`src/rtl/joy_db15_pkg.sv`:
```
// Shared types and constants for the DB15 joystick responder.
// The button layout constant gives the FEDCBAUDLR order used in joy1/joy2 bits [9:0].
package joy_db15_pkg;

  typedef enum logic [1:0] {IDLE, LOAD, SHIFT, DONE} state_t;

  localparam int JOY_WORD_W = 16;
  localparam int JOY_BTN_W  = 10;
  localparam string JOY_BTN_LAYOUT = "FEDCBAUDLR";

  localparam int BTN_RIGHT = 0;
  localparam int BTN_LEFT  = 1;
  localparam int BTN_DOWN  = 2;
  localparam int BTN_UP    = 3;
  localparam int BTN_A     = 4;
  localparam int BTN_B     = 5;
  localparam int BTN_C     = 6;
  localparam int BTN_D     = 7;
  localparam int BTN_E     = 8;
  localparam int BTN_F     = 9;

  // The wire is active-low, so a pressed button is sent as 0.
  function automatic logic [JOY_WORD_W-1:0] wire_word(input logic [JOY_WORD_W-1:0] btns);
    return ~btns;
  endfunction

endpackage

```
`src/rtl/joy_db15_responder_sync_edge.sv`:
```
// sync_edge: 2-FF synchronizer plus a third stage for rise detection.
// All stages reset to 1 so an idle-high line produces no edge out of reset.
module sync_edge
  import joy_db15_pkg::*;
(
  input  logic clk,
  input  logic reset_n,
  input  logic din,
  output logic level,
  output logic rise
);

  logic [2:0] sh;

  always_ff @(posedge clk or negedge reset_n) begin
    if (!reset_n) sh <= '1;
    else          sh <= {sh[1:0], din};
  end

  assign level = sh[1];
  assign rise  = sh[1] & ~sh[2];

endmodule

```
`src/rtl/joy_db15_responder.sv`:
```
// DB15 joystick adapter emulator: parallel-load / serial-out chain clocked by the reader.
// Optional link watchdog is compiled in with JOY_DB15_RSP_WATCHDOG_EN.
module joy_db15_responder
  import joy_db15_pkg::*;
#(
  parameter int PLAYERS        = 2,
  parameter int TIMEOUT_CYCLES = 1_000_000
) (
  input  logic                  clk,
  input  logic                  reset_n,
  input  logic [JOY_WORD_W-1:0] joy1,
  input  logic [JOY_WORD_W-1:0] joy2,
  input  logic                  JOY_CLK,
  input  logic                  JOY_LOAD,
  output logic                  JOY_DATA,
  output logic                  frame_done,
  output logic [5:0]            bit_cnt,
  output logic                  overrun,
  output logic                  link_idle
);

  localparam int N = JOY_WORD_W * PLAYERS;

  logic         load_lvl;
  logic         load_rise_unused;
  logic         clk_lvl_unused;
  logic         clk_rise;
  logic [N-1:0] image;
  logic [N-1:0] sr;
  state_t       state;

  sync_edge u_sync_load (
    .clk    (clk),
    .reset_n(reset_n),
    .din    (JOY_LOAD),
    .level  (load_lvl),
    .rise   (load_rise_unused)
  );

  sync_edge u_sync_clk (
    .clk    (clk),
    .reset_n(reset_n),
    .din    (JOY_CLK),
    .level  (clk_lvl_unused),
    .rise   (clk_rise)
  );

  generate
    if (PLAYERS == 2) begin : g_two
      assign image = {wire_word(joy1), wire_word(joy2)};
    end else begin : g_one
      wire joy2_unused = ^joy2;
      assign image = wire_word(joy1);
    end
  endgenerate

  // A low LOAD level overrides everything, including a coincident CLK rise.
  always_ff @(posedge clk or negedge reset_n) begin
    if (!reset_n) begin
      state      <= IDLE;
      sr         <= '1;
      bit_cnt    <= '0;
      overrun    <= 1'b0;
      frame_done <= 1'b0;
    end else begin
      frame_done <= 1'b0;
      if (!load_lvl) begin
        state   <= LOAD;
        sr      <= image;
        bit_cnt <= '0;
        overrun <= 1'b0;
      end else begin
        case (state)
          IDLE: sr <= '1;
          LOAD: state <= SHIFT;
          SHIFT: begin
            if (clk_rise) begin
              sr      <= {sr[N-2:0], 1'b1};
              bit_cnt <= bit_cnt + 6'd1;
              if (bit_cnt == 6'(N - 1)) begin
                frame_done <= 1'b1;
                state      <= DONE;
              end
            end
          end
          DONE: begin
            sr <= '1;
            if (clk_rise) begin
              overrun <= 1'b1;
              if (bit_cnt != 6'd63) bit_cnt <= bit_cnt + 6'd1;
            end
          end
          default: state <= IDLE;
        endcase
      end
    end
  end

`ifdef JOY_DB15_RSP_WATCHDOG_EN
  localparam int WD_W = $clog2(TIMEOUT_CYCLES + 1);

  logic [WD_W-1:0] wd_cnt;
  logic [WD_W-1:0] wd_next;

  assign wd_next = (wd_cnt == WD_W'(TIMEOUT_CYCLES)) ? wd_cnt : wd_cnt + 1'b1;

  always_ff @(posedge clk or negedge reset_n) begin
    if (!reset_n) begin
      wd_cnt    <= '0;
      link_idle <= 1'b0;
    end else if (!load_lvl) begin
      wd_cnt    <= '0;
      link_idle <= 1'b0;
    end else begin
      wd_cnt    <= wd_next;
      link_idle <= (wd_next == WD_W'(TIMEOUT_CYCLES));
    end
  end

  assign JOY_DATA = link_idle | sr[N-1];
`else
  localparam int TIMEOUT_UNUSED = TIMEOUT_CYCLES;

  assign link_idle = 1'b0;
  assign JOY_DATA  = sr[N-1];
`endif

endmodule

```
`config.mk`:
```
export PLATFORM = sky130hd
export DESIGN_NAME = joy_db15_responder
export DESIGN_NICKNAME = d
export VERILOG_FILES = /design/src/rtl/joy_db15_pkg.sv /design/src/rtl/joy_db15_responder_sync_edge.sv /design/src/rtl/joy_db15_responder.sv
export SDC_FILE = /design/constraint.sdc
export NUM_CORES = 1
export LEC_CHECK = 0
export ABC_CLOCK_PERIOD_IN_PS = 2200
export CORE_AREA = 2 2 70 72
export CTS_CLUSTER_DIAMETER = 60
export CTS_CLUSTER_SIZE = 10
export DETAILED_ROUTE_END_ITERATION = 8
export DIE_AREA = 0 0 72 74
export PLACE_DENSITY = 0.8
export SLEW_MARGIN = 20
export SYNTH_ARGS = -nofsm -noshare
export SYNTH_HDL_FRONTEND = slang
export SYNTH_SLANG_ARGS = --single-unit
```
`constraint.sdc`:
```
create_clock -name clk -period 2.2 [get_ports clk]
set_input_delay 0.44 -clock clk [delete_from_list [all_inputs] [get_ports clk]]
set_output_delay 0.44 -clock clk [all_outputs]
set_load 0.05 [all_outputs]
```
**Yosys cells after proc, flatten, opt, wreduce, memory -nomap -nowiden**

Cells that the tools add are included.
Widths: inputs -> output; s select.

- Register bits after elaboration: 47
- Latch bits: 0
- Memory bits (writable): 0
- Memory bits (read-only): 0
- Bits of input ports: 36
- Output and inout bits: 10
- Word-level logic and storage cells: 51
- Memories kept: 0

- Add/sub/neg operators: 1
- Multipliers: 0
- Div/mod/pow operators: 0
- Order comparisons: 0
- Equality and inequality tests: 14
- Shifts and indexed selects: 0
- Multiplexer cells: 19
- Bitwise operators: 4
- Reduce and logical (&&, ||, !) cells: 6

Operator list:

| kind | count |
|---|---|
| $mux 32 | 2 |
| $pmux 32 s2 | 1 |
| $not 16->16 | 2 |
| $mux 6 | 4 |
| $ne 3x3->1 const B | 7 |
| $pmux 6 s2 | 1 |
| $mux 1 | 7 |
| $add 6x1->6 const B | 1 |
| $eq 6x5->1 const B | 1 |
| $mux 2 | 3 |
| $ne 6x6->1 const B | 1 |
| $eq 2x2->1 const B | 2 |
| $ne 2x2->1 const B | 2 |
| $pmux 2 s2 | 1 |
| $reduce_and 2->1 | 2 |
| $reduce_and 4->1 | 1 |
| $reduce_and 3->1 | 1 |
| $eq 2x1->1 const B | 1 |
| $logic_not 2->1 | 1 |
| $reduce_or 2->1 | 1 |
| $and 1x1->1 | 1 |
| $not 1->1 | 1 |

**Depth between registers and ports, before layout**

Gate-level depths: netlist of run 1.

- Depth after elaboration: 5
- Mapped depth: 7
- Gate-level depth less buffers: 6

**Cells and area by module**

A second synthesis of run 1 with hierarchy kept.

- Cell total of the unflattened synthesis: 174
- Area, all modules: 2,421.1 um^2

By module, submodules not included:

| module | instances | cells an instance | area an instance (um^2) | sequential area each (um^2) |
|---|---|---|---|---|
| joy_db15_responder | 1 | 166 | 2,235.9 | 1,091.0 |
| sync_edge | 2 | 4 | 92.6 | 78.8 |

**Worst setup path after synthesis of run 1**

No wires, ideal clock.

- Path type: flip-flop to flip-flop
- Start point: reg bit_cnt[0]
- End point: reg state[1]
- Setup time: 0.078 ns
- Data arrival time: 1.763 ns
- Data required time: 2.122 ns
- Slack: 0.359 ns
- Cell stages (with the launch flop): 6
- Buffers on the path: 0
- Period minus slack after synthesis: 1.841 ns
- Path through: dfrtp_1 ha_1 nand4_1 or3_1 a21o_1 a21oi_1

- Word-level cells in the longest chain between the ends: 3

RTL lines:

| element | line | source |
|---|---|---|
| start: declaration | joy_db15_responder.sv:17 | `output logic [5:0] bit_cnt,` |
| start signal: assignment | joy_db15_responder.sv:79 | `bit_cnt <= bit_cnt + 6'd1;` |
| start signal: assignment | joy_db15_responder.sv:90 | `if (bit_cnt != 6'd63) bit_cnt <= bit_cnt + 6'd1;` |
| $eq 6x5->1 | joy_db15_responder.sv:80 | `if (bit_cnt == 6'(N - 1)) begin` |
| $ne 3x3->1 (no source line) | -- |  |
| $reduce_and 3->1 (no source line) | -- |  |
| end signal: assignment | joy_db15_responder.sv:75 | `LOAD: state <= SHIFT;` |
| end signal: assignment | joy_db15_responder.sv:82 | `state <= DONE;` |
| end signal: assignment | joy_db15_responder.sv:93 | `default: state <= IDLE;` |
| end: declaration | joy_db15_responder.sv:30 | `state_t state;` |

Every way passes these cells.
A chain may end at the register's enable or synchronous reset.

**Worst setup path after layout of run 1**

- Start point: reg sr[31]
- End point: out JOY_DATA

RTL lines:

| element | line | source |
|---|---|---|
| start: declaration | joy_db15_responder.sv:29 | `logic [N-1:0] sr;` |
| start signal: assignment | joy_db15_responder.sv:69 | `sr <= image;` |
| start signal: assignment | joy_db15_responder.sv:78 | `sr <= {sr[N-2:0], 1'b1};` |
| end: declaration | joy_db15_responder.sv:15 | `output logic JOY_DATA,` |

No word-level cell between the ends.

==> flow_metrics.tcl, run 1 <==
set metrics [dict create \
    total_power_mw 3.133 \
    cts_sinks 47 \
    wl_per_cell_um 14.16 \
    synth-seq-area-share_pct 53.80 \
    cp_slowest_cell "clkdlybuf4s50_1" \
    diodes 0 \
    gp_congestion 0.8343 \
    syn_inst 208 \
    via_per_inst 5.524 \
    port_buffers 44 \
    fin_crit_sh_pct 94.33 \
    dieArea_um2 5328 \
    final_common_cell "clkdlybuf4s50_1" \
    synthArstFlopShare_pct 100.0 \
    wl_mm 4.374 \
    max_stage_delay_ns 0.79 \
    clk_latency_ns 0.31 \
    cts_setup_buffers 0 \
    synth-seq-cells 47 \
    clockBufferDepth 2 \
    synth_top_area_share_pct 42.79 \
    layout-drive-gt1-share_pct 32.16 \
    cap_violations 0 \
    synth.distinct_cells 38 \
    critPathTopFamily "buffers and inverters" \
    status "finished, final reports clean" \
    syn_nets 248 \
    synth_area_leader_cell "dfstp_2" \
    startpoint_type "flop" \
    dp.final_hpwl_mm 3.209 \
    layout.cells.non_filler 309 \
    drc 0 \
    place_area_um2 2749 \
    synth_edf_count 0 \
    grt_max_degree 24 \
    dr_total_vias 1707 \
    drt-initial-drc-count 138 \
    synth_area_leaders "dfstp_2 (43%), mux2_2 (12%), dfrtp_1 (11%), a21oi_1 (5.9%), nor2_1 (4.6%)" \
    layout_common_cells "clkdlybuf4s50_1 (43), dfstp_2 (37), nor2_1 (28)" \
    setup-tns-final_ns 0 \
    fp-row-count 25 \
    start_util_pct 49.41 \
    antenna_found_initial 0 \
    first_global_vias 1638 \
    relSlewSlack_pct 65.99 \
    fmax_ghz 0.4819 \
    dr.pass1.iters 4 \
    p_leak_nw 1.125 \
    cp_data_required_time_ns 1.76 \
    tightest_slew_ns 0.5101 \
    ant_nets 0 \
    worst-setup-path-type "flop to output port" \
    cp_max_fo 2 \
    crit_path_cell_trace "clkdlybuf4s50_1" \
    cts_tree "built" \
    hold_violations 0 \
    final.setup.worst_slack_ns 0.1248 \
    grt_pass1_wl_mm 7.169 \
    die_w_um 72 \
    ir_worst_vdd_mv 0.5255 \
    rsz0062_at_grt "false" \
    ys.flop_type "dfstp_2" \
    yosysWarnings 0 \
    end_kind "output port" \
    p_per_area_nw_per_um2 1106 \
    grtUsageTotal_pct 17.42 \
    num_io_pins 46 \
    h-tree-depth 2 \
    final_area_um2 2833 \
    dp.cells 301 \
    core_um2 4598 \
    cts_buffers 5 \
    setup-violations-final 0 \
    fp.dieH_um 74 \
    drv_slew 0 \
    pre_cts_ws_ns 0.3425 \
    nets 294 \
    syn_to_final_growth_pct 24.67 \
    path_buf_inv 1 \
    avgSynthCellArea_um2 10.92 \
    syn_area_um2 2272 \
    cp.arrival_ns 1.64 \
    clk_pin_slew_ns 0.09 \
    finalCriticalPeriod_ns 2.075 \
    whs_ns 0.09871 \
    cts-root-buf "clkbuf_8" \
    final_util_pct 61.61 \
    grt_overflow 0 \
    fin_worst_skew_ns 0.01130 \
    hold_buffers 0 \
    ctsResizeCount 0 \
    hp-class "primary input to async pin" \
]
layer usage:
metal  vias up  track usage, %  wire length [um]
met5         -               0                 0
met1       828           20.58              1869
met3         8           4.336               192
met4         0           7.338                57
li1        826               -                 -
met2        45           30.56              2254
cell families after synthesis:
family / after synthesis / share of synthesized area [%]
simple gates: 61 / 12.17
compound gates: 52 / 14.48
flops: 47 / 53.80
mux: 25 / 12.33
buf+inv: 17 / 4.460
fa+ha+maj: 4 / 2.203
other cells: 1 / 0.1650
xor+xnor: 1 / 0.3855
path summary, 6_finish.rpt:
kind / from / endpoint / slack (ns) / depth (start not counted)
setup / recovery: sr[31] / JOY_DATA / 0.12 / 1
hold / removal: reset_n / overrun / 0.1 / 1
setup reg to reg: state[0] / sr[18] / 0.34 / 6
hold reg to reg: u_sync_clk.sh[0] / u_sync_clk.sh[1] / 0.36 / 0
max in group asynchronous: reset_n / sr[2] / 1.46 / 2
min in group clk: u_sync_clk.sh[0] / u_sync_clk.sh[1] / 0.36 / 0
worst reg2reg max path, stage by stage (launching register included):
cell and delay, ns:
dfrtp_1 0.40, inv_1 0.06, ha_1 0.25, and2_4 0.17
o21ai_4 0.30, buf_4 0.27, mux2_2 0.36
synth_stat cells (all sizes together), types with 3 or more instances:
cell type   n
inv         4
nor3        3
nand2b      3
o21ai       9
o22a        7
mux2       24
nor2       28
buf         7
nand2      15
clkbuf      6
dfrtp      10
ha          4
nand3       5
a21oi      27
dfstp      37
registers in the layout, summed over array words and instances, names as in the netlist:
register        count
bit_cnt             6
overrun             1
u_sync_clk.sh       3
frame_done          1
u_sync_load.sh      2
sr                 32
state               2
power by group:
part,internal (mW),switching [mW],leakage [nW]
clock,0.218,0.293,0.0477
sequential,1.37,0.167,0.524
combinational,0.548,0.540,0.553
total,2.13,1.00,1.13
layout make-up:
type	count	area, um^2
clock buffers	5	68.82
clock inverters	3	15.01
fillers	361	1765
inverters	4	15.01
multi-input cells	144	948.4
flip-flops and latches	47	1222
well taps	54	67.56
repair buffers	52	495.5
(Power assumes the default switching activity.)
==> run 2: changes to the inputs <==
MAX_ROUTING_LAYER = met4   (was not set)
==> flow_metrics.tcl, run 2 (synthesized netlist as in run 1, its figures left out) <==
set metrics [dict create \
    cts_sinks 47 \
    h-tree-depth 2 \
    tightest_slew_ns 0.5136 \
    fin_worst_skew_ns 0.007197 \
    clk_latency_ns 0.30 \
    startpoint_type "flop" \
    critical_path_depth 1 \
    final_common_cell "clkdlybuf4s50_1" \
    reg2reg_slack_ns 0.34 \
    wl_per_cell_um 13.97 \
    grt_max_degree 24 \
    cts-root-buf "clkbuf_8" \
    relSlewSlack_pct 65.76 \
    fin_crit_sh_pct 94.05 \
    crit-reg2reg-launch "state[0]" \
    cp.arrival_ns 1.63 \
    start_util_pct 49.41 \
    core_um2 4598 \
    critPathTopFamily "buffers and inverters" \
    grtUsageTotal_pct 17.96 \
    dr_total_vias 1689 \
    path_buf_inv 1 \
    cp_max_fo 2 \
    clockBufferDepth 2 \
    drv_slew 0 \
    cts_buffers 5 \
    ant_nets 0 \
    antenna_found_initial 0 \
    cp_data_required_time_ns 1.76 \
    regArea_um2 1222 \
    dr.pass1.iters 4 \
    dieArea_um2 5328 \
    grt_pass1_wl_mm 7.162 \
    fillCellCount 361 \
    drc 0 \
    multi_input_area_um2 948.4 \
    fp.dieH_um 74 \
    hold_buffers 0 \
    wl_mm 4.317 \
    ir_worst_vdd_mv 0.5232 \
    dp.final_hpwl_mm 3.209 \
    diodes 0 \
    cts_tree "built" \
    p_per_area_nw_per_um2 1104 \
    fp-row-count 25 \
    clk_pin_slew_ns 0.09 \
    num_io_pins 46 \
    regMostFlops "sr" \
    cts_setup_buffers 0 \
    rsz0062_at_grt "false" \
    reg2reg_depth 6 \
    largestRegisters "sr (32), bit_cnt (6), u_sync_clk.sh (3)" \
    first_global_vias 1636 \
    max_stage_delay_ns 0.79 \
    layout.cells.non_filler 309 \
    fmax_ghz 0.4833 \
    syn_to_final_growth_pct 24.67 \
    gp_congestion 0.8472 \
    layout-drive-gt1-share_pct 32.16 \
    setup-tns-final_ns 0 \
    cap_violations 0 \
    finalCriticalPeriod_ns 2.069 \
    hp-class "primary input to async pin" \
    setup-violations-final 0 \
    nets 294 \
    end_kind "output port" \
    p_leak_nw 1.125 \
    crit_path_cell_trace "clkdlybuf4s50_1" \
    rr_endpoint "sr[18]" \
    largest_reg_flops 32 \
    layout_common_cells "clkdlybuf4s50_1 (43), dfstp_2 (37), nor2_1 (28)" \
    port_buffers 44 \
    via_per_inst 5.466 \
    dp.cells 301 \
    status "finished, final reports clean" \
    grt_overflow 0 \
    hold_violations 0 \
    cp_slowest_cell "clkdlybuf4s50_1" \
    worst-setup-path-type "flop to output port" \
    die_w_um 72 \
    ctsResizeCount 0 \
    drt-initial-drc-count 97 \
]
-- run 2: worst max path at each step --
stage                     slack [ns]        to       start
after floorplan                 0.36  state[1]  bit_cnt[0]
after global placement          0.37    sr[17]    state[0]
after detailed placement        0.34    sr[18]    state[0]
after CTS                       0.11  JOY_DATA      sr[31]
after global routing            0.09  JOY_DATA      sr[31]
final                           0.13  JOY_DATA      sr[31]
-- run 2: layout make-up --
type | instances | area share, %
inverters | 4 | 0.5300
multi-input cells | 144 | 33.48
clock inverters | 3 | 0.5300
flip-flops and latches | 47 | 43.15
well taps | 54 | 2.385
repair buffers | 52 | 17.49
clock buffers | 5 | 2.429
-- run 2: where the power goes --
| group | internal [mW] | total, mW | leakage (nW) | switching (mW) |
|---|---|---|---|---|
| clock | 0.218 | 0.507 | 0.0477 | 0.289 |
| sequential | 1.37 | 1.53 | 0.524 | 0.167 |
| combinational | 0.548 | 1.09 | 0.553 | 0.538 |
| total | 2.13 | 3.13 | 1.13 | 0.994 |
-- run 2: metrics by stage --
stage / utilization (%) / power [mW] / cell area, um^2 / hold WS (ns) / setup WS, ns
2_1_floorplan: - / 2.367 / 2272 / 0.1444 / 0.3587
3_3_place_gp: 59.78 / 2.599 / 2749 / 0.3463 / 0.3680
3_5_place_dp: 59.78 / 2.649 / 2749 / 0.3468 / 0.3425
4_1_cts: 61.61 / 3.156 / 2833 / 0.1086 / 0.1106
5_1_grt: 61.61 / 3.319 / 2833 / 0.1371 / 0.09150
6_report: 61.61 / 3.127 / 2833 / 0.1024 / 0.1308
-- run 2: per-layer routing --
| metal | global-route usage [%] | share of wire (%) | up-vias |
|---|---|---|---|
| met5 | - | 0 | - |
| met4 | 7.338 | 1.5 | 0 |
| met3 | 4.336 | 3.6 | 8 |
| met2 | 30.35 | 51 | 36 |
| met1 | 20.67 | 44 | 820 |
| li1 | - | - | 825 |
==> run 3: changes to the inputs <==
ABC_AREA = 1   (was not set)
CORE_AREA = 2 2 71 73   (was 2 2 70 72)
DIE_AREA = 0 0 73 75   (was 0 0 72 74)
PLACE_DENSITY = 0.78   (was 0.8)
SYNTH_HIERARCHICAL = 1   (was not set)
==> flow_metrics.tcl, run 3 <==
set metrics [dict create \
    status "finished, final reports clean" \
    ir_worst_vdd_mv 0.6458 \
    total_power_mw 3.534 \
    grt_overflow 0 \
    cp_slowest_cell "clkdlybuf4s50_1" \
    cts-root-buf "clkbuf_8" \
    regMostFlops "sr" \
    layout_common_cells "nand2_1 (96), clkdlybuf4s50_1 (43), o21ai_0 (42)" \
    startpoint_type "flop" \
    clk_latency_ns 0.30 \
    first_global_vias 1778 \
    critPathTopFamily "buffers and inverters" \
    syn_to_final_growth_pct 24.17 \
    fp.dieH_um 75 \
    setup-violations-final 0 \
    setup-tns-final_ns 0 \
    hp-class "primary input to async pin" \
    ctsResizeCount 0 \
    wl_per_cell_um 12.65 \
    nets 349 \
    yosysWarnings 6 \
    drc 0 \
    final_util_pct 60.13 \
    h-tree-depth 2 \
    via_per_inst 5.038 \
    fin_worst_skew_ns 0.005178 \
    clockBufferDepth 2 \
    dieArea_um2 5475 \
    reg2reg_depth 6 \
    p_per_area_nw_per_um2 1261 \
    dr.pass1.iters 4 \
    hold_violations 0 \
    tightest_slew_ns 0.8214 \
    cp_max_fo 2 \
    grt_pass1_wl_mm 7.776 \
    diodes 0 \
    cts_sinks 47 \
    cp_data_required_time_ns 1.76 \
    largest_reg_flops 32 \
    fin_crit_sh_pct 94.61 \
    relSlewSlack_pct 45.04 \
    reg2reg_slack_ns 0.21 \
    p_leak_nw 1.187 \
    crit_path_cell_trace "clkdlybuf4s50_1" \
    clk_pin_slew_ns 0.09 \
    rr_endpoint "sr[1]" \
    cap_violations 0 \
    cts_tree "built" \
    layout-drive-gt1-share_pct 18.06 \
    ant_nets 0 \
    wl_mm 4.603 \
    dp.cells 356 \
    port_buffers 44 \
    drt-initial-drc-count 125 \
    syn_area_um2 2257 \
    grtUsageTotal_pct 18.96 \
    core_um2 4661 \
    cp.arrival_ns 1.64 \
    crit-reg2reg-launch "state[0]" \
    syn_inst 268 \
    finalCriticalPeriod_ns 2.081 \
    final_common_cell "nand2_1" \
    dr_total_vias 1834 \
    worst-setup-path-type "flop to output port" \
    syn_nets 308 \
    grt_max_degree 38 \
    layout.cells.non_filler 364 \
    end_kind "output port" \
    die_w_um 73 \
    path_buf_inv 1 \
    fmax_ghz 0.4805 \
    fp-row-count 25 \
    max_stage_delay_ns 0.80 \
    dp.final_hpwl_mm 3.195 \
    avgSynthCellArea_um2 8.422 \
    hold_buffers 0 \
    gp_congestion 0.8576 \
    start_util_pct 48.43 \
    whs_ns 0.2866 \
    cts_buffers 5 \
    cts_setup_buffers 0 \
    drv_slew 0 \
    largestRegisters "sr (32), bit_cnt (6), u_sync_clk/sh (3)" \
    num_io_pins 46 \
    rsz0062_at_grt "false" \
    antenna_found_initial 0 \
]
[run 3: worst max path at each step]
stage | startpoint | end | slack, ns | depth (start not counted)
after floorplan | bit_cnt[0] | state[0] | 0.59 | 8
after global placement | state[0] | sr[10] | 0.34 | 6
after detailed placement | state[0] | sr[5] | 0.25 | 6
after CTS | sr[31] | JOY_DATA | 0.11 | 1
after global routing | state[0] | sr[12] | 0.07 | 8
final | sr[31] | JOY_DATA | 0.12 | 1
[run 3: routing by layer]
layer	track usage (%)	vias to the layer above	part of all wire, %	wire (um)
met2	29.33	54	45	2070
met4	6.790	0	1.7	76
met1	24.57	829	49	2247
met3	4.284	9	4.5	208
met5	-	-	0	0
li1	-	942	-	-
[run 3: layout make-up]
cell class / count / area [um^2]
Fill cell: 397 / 1858
Sequential cell: 47 / 1222
Multi-Input combinational cell: 195 / 905.9
Timing Repair Buffer: 48 / 478.0
Clock buffer: 7 / 76.32
Tap cell: 54 / 67.56
Inverter: 12 / 47.55
Clock inverter: 1 / 5.005
[run 3: power breakdown]
part / switching [mW] / internal (mW) / total, mW / leakage, nW
sequential: 0.231 / 1.44 / 1.68 / 0.522
clock: 0.286 / 0.224 / 0.510 / 0.0422
combinational: 0.841 / 0.507 / 1.35 / 0.623
[run 3: through the flow]
stage          area (um^2)  setup slack, ns
2_1_floorplan         2257           0.5939
6_report              2803           0.1186
3_5_place_dp          2721           0.2514
4_1_cts               2803           0.1109
5_1_grt               2803          0.06725
3_3_place_gp          2721           0.3420
